--- src/rtl/stepper_pkg.sv ---
// Shared types and constants for the stepper move sequencer: FSM states,
// one-hot phase drive patterns and direction encoding.
package stepper_pkg;

    typedef enum logic [1:0] {
        IDLE = 2'd0,
        RUN  = 2'd1,
        DONE = 2'd2
    } state_t;

    localparam logic [3:0] PH0 = 4'b0001;
    localparam logic [3:0] PH1 = 4'b0010;
    localparam logic [3:0] PH2 = 4'b0100;
    localparam logic [3:0] PH3 = 4'b1000;

    localparam logic DIR_FWD = 1'b1;
    localparam logic DIR_REV = 1'b0;

    function automatic logic [3:0] ph_decode(input logic [1:0] ph);
        logic [3:0] drv;
        case (ph)
            2'd0:    drv = PH0;
            2'd1:    drv = PH1;
            2'd2:    drv = PH2;
            default: drv = PH3;
        endcase
        return drv;
    endfunction

endpackage

--- src/rtl/stepper_move_ctrl_if.sv ---
// Host command / status bundle for the stepper move sequencer.
// master = host side (drives commands), slave = sequencer side.
interface stepper_move_ctrl_if #(
    parameter int CNT_W = 8,
    parameter int PER_W = 8
);
    logic             start;
    logic             dir;
    logic [CNT_W-1:0] steps;
    logic [PER_W-1:0] period;
    logic             abort;
    logic             busy;
    logic             done;
    logic [3:0]       motor_drv;
    logic [1:0]       phase;
    logic [CNT_W-1:0] remaining;

    modport master (
        output start, dir, steps, period, abort,
        input  busy, done, motor_drv, phase, remaining
    );

    modport slave (
        input  start, dir, steps, period, abort,
        output busy, done, motor_drv, phase, remaining
    );
endinterface

--- src/rtl/stepper_phase_seq.sv ---
// 2-bit rotor phase register with mod-4 up/down advance and gated one-hot drive.
// Phase updates on the edge after adv; drive is decoded from the registered phase.
module stepper_phase_seq
    import stepper_pkg::*;
(
    input  logic       clk,
    input  logic       rst,
    input  logic       adv,
    input  logic       dir,
    input  logic       en,
    output logic [1:0] phase,
    output logic [3:0] drv
);

    logic [1:0] phase_q;
    logic [1:0] phase_d;

    always_comb begin
        phase_d = phase_q;
        if (adv) begin
            phase_d = (dir == DIR_FWD) ? phase_q + 2'd1 : phase_q - 2'd1;
        end
    end

    always_ff @(posedge clk) begin
        if (rst) begin
            phase_q <= 2'd0;
        end else begin
            phase_q <= phase_d;
        end
    end

    assign phase = phase_q;
    assign drv   = en ? ph_decode(phase_q) : 4'b0000;

endmodule

--- src/rtl/stepper_move_ctrl.sv ---
// Move sequencer: issues N full steps at a held period of max(period,1) cycles,
// first step on the cycle after an accepted start; abort ends the move without advancing.
module stepper_move_ctrl #(
    parameter int CNT_W = 8,
    parameter int PER_W = 8
) (
    input  logic                drv_clk,
    input  logic                reset,
    stepper_move_ctrl_if.slave  bus
);
    import stepper_pkg::*;

    state_t           state_q, state_d;
    logic [PER_W-1:0] cnt_q, cnt_d;
    logic [PER_W-1:0] per_q, per_d;
    logic [CNT_W-1:0] rem_q, rem_d;
    logic             dir_q, dir_d;
    logic             adv;
    logic             adv_dir;
    logic             tick;

    assign tick = (cnt_q == per_q - PER_W'(1));

    always_comb begin
        state_d = state_q;
        cnt_d   = cnt_q;
        per_d   = per_q;
        rem_d   = rem_q;
        dir_d   = dir_q;
        adv     = 1'b0;
        adv_dir = dir_q;
        case (state_q)
            IDLE: begin
                if (bus.start) begin
                    if (bus.steps != '0) begin
                        dir_d   = bus.dir;
                        per_d   = (bus.period == '0) ? PER_W'(1) : bus.period;
                        adv     = 1'b1;
                        adv_dir = bus.dir;
                        rem_d   = bus.steps - CNT_W'(1);
                        cnt_d   = '0;
                        state_d = RUN;
                    end else begin
                        state_d = DONE;
                    end
                end
            end
            RUN: begin
                cnt_d = cnt_q + PER_W'(1);
                // Abort outranks a coincident tick: remaining keeps the unissued count.
                if (bus.abort) begin
                    state_d = DONE;
                end else if (tick) begin
                    if (rem_q == '0) begin
                        state_d = DONE;
                    end else begin
                        adv   = 1'b1;
                        rem_d = rem_q - CNT_W'(1);
                        cnt_d = '0;
                    end
                end
            end
            DONE: begin
                state_d = IDLE;
            end
            default: begin
                state_d = IDLE;
            end
        endcase
    end

    always_ff @(posedge drv_clk) begin
        if (reset) begin
            state_q <= IDLE;
            cnt_q   <= '0;
            per_q   <= PER_W'(1);
            rem_q   <= '0;
            dir_q   <= DIR_FWD;
        end else begin
            state_q <= state_d;
            cnt_q   <= cnt_d;
            per_q   <= per_d;
            rem_q   <= rem_d;
            dir_q   <= dir_d;
        end
    end

    stepper_phase_seq u_phase_seq (
        .clk   (drv_clk),
        .rst   (reset),
        .adv   (adv),
        .dir   (adv_dir),
        .en    (state_q == RUN),
        .phase (bus.phase),
        .drv   (bus.motor_drv)
    );

    assign bus.busy      = (state_q == RUN);
    assign bus.done      = (state_q == DONE);
    assign bus.remaining = rem_q;

endmodule

--- src/flat_wrapper.sv ---
// flat-port wrapper written by rule: the top's interface ports become plain ports
module stepper_move_ctrl_flat import stepper_pkg::*;
#(
    parameter int CNT_W = 8,
    parameter int PER_W = 8
)
  (drv_clk, reset, bus_start, bus_dir, bus_steps, bus_period, bus_abort, bus_busy, bus_done, bus_motor_drv, bus_phase, bus_remaining);
  stepper_move_ctrl_if #(.CNT_W(CNT_W), .PER_W(PER_W)) bus_i ();
  input  logic drv_clk;
  input  logic reset;
  input wire logic [$bits(bus_i.start)-1:0] bus_start;
  input wire logic [$bits(bus_i.dir)-1:0] bus_dir;
  input wire logic [$bits(bus_i.steps)-1:0] bus_steps;
  input wire logic [$bits(bus_i.period)-1:0] bus_period;
  input wire logic [$bits(bus_i.abort)-1:0] bus_abort;
  output wire logic [$bits(bus_i.busy)-1:0] bus_busy;
  output wire logic [$bits(bus_i.done)-1:0] bus_done;
  output wire logic [$bits(bus_i.motor_drv)-1:0] bus_motor_drv;
  output wire logic [$bits(bus_i.phase)-1:0] bus_phase;
  output wire logic [$bits(bus_i.remaining)-1:0] bus_remaining;
  assign bus_i.start = bus_start;
  assign bus_i.dir = bus_dir;
  assign bus_i.steps = bus_steps;
  assign bus_i.period = bus_period;
  assign bus_i.abort = bus_abort;
  assign bus_busy = bus_i.busy;
  assign bus_done = bus_i.done;
  assign bus_motor_drv = bus_i.motor_drv;
  assign bus_phase = bus_i.phase;
  assign bus_remaining = bus_i.remaining;
  stepper_move_ctrl #(.CNT_W(CNT_W), .PER_W(PER_W)) u_core (.drv_clk(drv_clk), .reset(reset), .bus(bus_i));
endmodule
--- config.mk ---
export PLATFORM = sky130hd
export DESIGN_NAME = stepper_move_ctrl_flat
export DESIGN_NICKNAME = d
export VERILOG_FILES = /design/src/rtl/stepper_pkg.sv /design/src/rtl/stepper_move_ctrl_if.sv /design/src/rtl/stepper_phase_seq.sv /design/src/rtl/stepper_move_ctrl.sv /design/src/flat_wrapper.sv
export SDC_FILE = /design/constraint.sdc
export NUM_CORES = 1
export LEC_CHECK = 0
export CORE_MARGIN = 2
export CORE_UTILIZATION = 55
export CTS_BUF_LIST = sky130_fd_sc_hd__clkbuf_4 sky130_fd_sc_hd__clkbuf_8 sky130_fd_sc_hd__clkbuf_16
export DETAILED_ROUTE_END_ITERATION = 10
export PLACE_DENSITY_LB_ADDON = 0.1
export SYNTH_ARGS = -nofsm -noshare
export SYNTH_HDL_FRONTEND = slang
export SYNTH_SLANG_ARGS = --single-unit
--- constraint.sdc ---
create_clock -name drv_clk -period 5.1 [get_ports drv_clk]
set_clock_uncertainty 0.2 [all_clocks]
set_input_delay 1.02 -clock drv_clk [delete_from_list [all_inputs] [get_ports drv_clk]]
set_output_delay 1.02 -clock drv_clk [all_outputs]
set_load 0.05 [all_outputs]
==> flow_summary.json <==
{
  "port_buffers": 36,
  "cp_data_arrival_time_ns": 3.76,
  "grt_start_max_net_pins": 21,
  "cellPowerDensity_nw_per_um2": 300,
  "leakage_nw": 0.956,
  "maxSlewHeadroom_pct": 48.4,
  "required_ns": 5.10,
  "cts_setup_buffers": 0,
  "area_growth_pct": 24.1,
  "diodes": 0,
  "syn-instance-count": 258,
  "cp-startpoint": "bus_steps[2]",
  "numCtsBuffers": 5,
  "ant_nets": 0,
  "final_nets": 319,
  "slew_viol_final": 0,
  "clk_pin_slew_ns": 0.07,
  "fin_cells": 340,
  "layout_commonest_cell": "clkdlybuf4s50_1",
  "row_count": 22,
  "tritoncts": "built",
  "ir_drop_uv": 192,
  "worstRegToRegCells": 7,
  "hold_ws_ns": 0.300,
  "synthArstFlopShare_pct": 0,
  "vias": 2031,
  "syn_nets": 286,
  "drive_gt1_share_pct": 9.93,
  "holdCritStartpoint": "u_core.per_q[1]$_SDFFE_PP0P_",
  "placed_area_um2": 2430,
  "fp.dieH_um": 65.2,
  "switching_share_pct": 34.6,
  "drtPass1Iterations": 4,
  "holdBufCountCts": 0,
  "switchingPower_uw": 265,
  "initialDrtViolationCount": 150,
  "crit_path_start_kind": "input pin",
  "p_comb_share_pct": 32.2,
  "cts_resized": 0,
  "dp_hpwl_mm": 3.63,
  "p_int_uw": 501,
  "netlist_area_um2": 2060,
  "yosysSeqAreaShare_pct": 28.2,
  "viasPerCell": 5.97,
  "rrSetupSlack_ns": 2.27,
  "antenna_found_initial": 0,
  "hold_viol_final": 0,
  "core_um2": 3630,
  "ys_ff_latch": 29,
  "finalCriticalPeriod_ns": 3.76,
  "clockBufferDepth": 2,
  "dp.cells": 332,
  "grt_pass1_vias": 1830,
  "start_util_pct": 56.6,
  "pwr-share-clk_pct": 32.4,
  "wl_mm": 4.96,
  "dieArea_um2": 4250,
  "overflow": 0,
  "path_class": "in2reg",
  "grt_pass1_wl_mm": 8.31,
  "cts_root_buf": "clkbuf_8",
  "drc": 0,
  "setup_violations": 0,
  "tightest_slew_ns": 0.772,
  "htree_levels": 2,
  "routabilityCongestion": 0.912,
  "rsz0062_at_grt": "no",
  "reg2reg_to": "u_core.state_q[1]$_SDFFE_PP0P_",
  "ios": 37,
  "crit_end": "u_core.u_phase_seq.phase[1]$_SDFFE_PP0P_",
  "p_total_uw": 766,
  "max_clock_freq_mhz": 266,
  "die_w_um": 65.2,
  "post-route-period-util_pct": 73.8,
  "cp_max_fo": 14,
  "final_cell_mix": "clkdlybuf4s50_1 (36), nand2_1 (34), dfxtp_1 (29), nor2_1 (20), a21oi_1 (19)",
  "min_path_type": "reg2reg",
  "synthFlopType": "dfxtp_1",
  "final_cell_area_um2": 2550,
  "max_cap_viol_count": 0,
  "post_drt_wl_per_cell_um": 14.6,
  "yosysWarningCount": 0,
  "synthDistinctLibCells": 62,
  "track_usage_pct": 24.8,
  "reg2reg_from": "u_core.per_q[0]$_SDFFE_PP1P_",
  "setup_tns_ns": 0,
  "clkLatencyLatePin_ns": 0.29,
  "cts.sinks": 29,
  "sequentialPowerShare_pct": 35.4,
  "status": "complete, no violations",
  "synth-edff-count": 0,
  "crit_path_end_kind": "register",
  "syn_area_per_cell_um2": 7.97
}
## area by class of cell
type                       count  area (µm²)
clock buffer                   6        82.6
clock inverter                 2        37.5
fill                         320        1080
inverter                      12        45.0
multi-input combinational    205        1370
sequential                    29         581
tap                           48        60.1
timing repair buffer          38         375
## metrics by stage
stage	utilization (%)	worst slack, ns
after floorplan	-	1.98
after global placement	67.0	1.17
after detailed placement	67.0	1.06
after CTS	70.3	1.36
after global routing	70.3	1.16
final	70.3	1.34
## power groups by stage
| stage | Combinational [mW] | Sequential [mW] | Clock (mW) |
|---|---|---|---|
| finish | 0.247 | 0.271 | 0.248 |
| global route | 0.269 | 0.275 | 0.258 |
| CTS | 0.246 | 0.271 | 0.251 |
| detailed placement | 0.244 | 0.276 | 0 |
| global placement | 0.241 | 0.276 | 0 |
| floorplan | 0.140 | 0.305 | 0 |
## layer usage
| metal | global-route usage [%] | up-vias | share of wire, % |
|---|---|---|---|
| met5 | 0 | - | 0 |
| met4 | 8.59 | 0 | 1.6 |
| met3 | 4.62 | 11 | 5.3 |
| met2 | 40.5 | 67 | 45 |
| met1 | 33.1 | 945 | 48 |
| li1 | - | 1008 | - |
## worst min path at each step
stage | to | slack, ns | cells past startpoint
after floorplan | u_core.state_q[1]$_SDFFE_PP0P_ | 0.26 | 1
after global placement | u_core.dir_q$_SDFF_PP1_ | 0.27 | 2
after detailed placement | u_core.per_q[1]$_SDFFE_PP0P_ | 0.29 | 2
after CTS | u_core.per_q[1]$_SDFFE_PP0P_ | 0.29 | 2
after global routing | u_core.per_q[1]$_SDFFE_PP0P_ | 0.32 | 2
final | u_core.per_q[1]$_SDFFE_PP0P_ | 0.30 | 2
## critical path, cell delays in order
cell,delay (ns)
clkdlybuf4s50_1,0.51
or4_1,0.66
o211ai_1,0.56
buf_4,0.31
mux2i_1,0.28
xor2_1,0.17
a21oi_1,0.06
a211oi_1,0.19
## registers in the layout (all words and copies together), names as in the netlist
register                  cells
u_core.cnt_q                  8
u_core.state_q                2
u_core.bus.remaining          8
u_core.per_q                  8
u_core.u_phase_seq.phase      2
u_core.dir_q                  1
## synthesized netlist by cell type (all sizes together), types with 2 or more instances
| library cell | n | area share, % |
|---|---|---|
| o21ai | 15 | 3.6 |
| a21boi | 2 | 0.73 |
| mux2 | 2 | 1.3 |
| nor2 | 20 | 3.6 |
| nand4 | 4 | 1.2 |
| or3 | 2 | 0.61 |
| and2 | 8 | 2.6 |
| a211oi | 3 | 1.3 |
| xor2 | 8 | 3.4 |
| nor4 | 5 | 1.8 |
| a2111oi | 4 | 2.9 |
| o31ai | 2 | 0.73 |
| o2bb2ai | 2 | 0.85 |
| xnor2 | 7 | 3.0 |
| o221a | 2 | 1.1 |
| nor3 | 7 | 1.9 |
| ha | 7 | 4.3 |
| o211ai | 4 | 1.5 |
| or4 | 6 | 2.4 |
| and3 | 3 | 0.97 |
| clkinv | 2 | 0.37 |
| o311ai | 2 | 0.85 |
| or3b | 2 | 0.85 |
| nand2b | 4 | 1.2 |
| mux2i | 7 | 3.4 |
| nand3 | 5 | 1.2 |
| inv | 10 | 1.8 |
| a221oi | 2 | 0.85 |
| clkbuf | 7 | 1.3 |
| nand2 | 34 | 6.2 |
| buf | 5 | 1.6 |
| a21o | 3 | 1.1 |
| o211a | 2 | 0.97 |
| dfxtp | 29 | 28 |
| a21oi | 19 | 4.6 |
## logic make-up (layout without fill, tap and decap cells)
logic type,after synthesis,after routing,share of synthesized area [%]
buffers and inverters,24,58,5.05
adder cells (fa/ha/maj),7,7,4.26
flip-flops,29,29,28.2
XOR/XNOR,15,15,6.39
AO/OA/AOI/OAI,70,70,25.2
multiplexers,9,9,4.68
AND/OR/NAND/NOR,104,104,26.2
(Power assumes the default switching activity.)
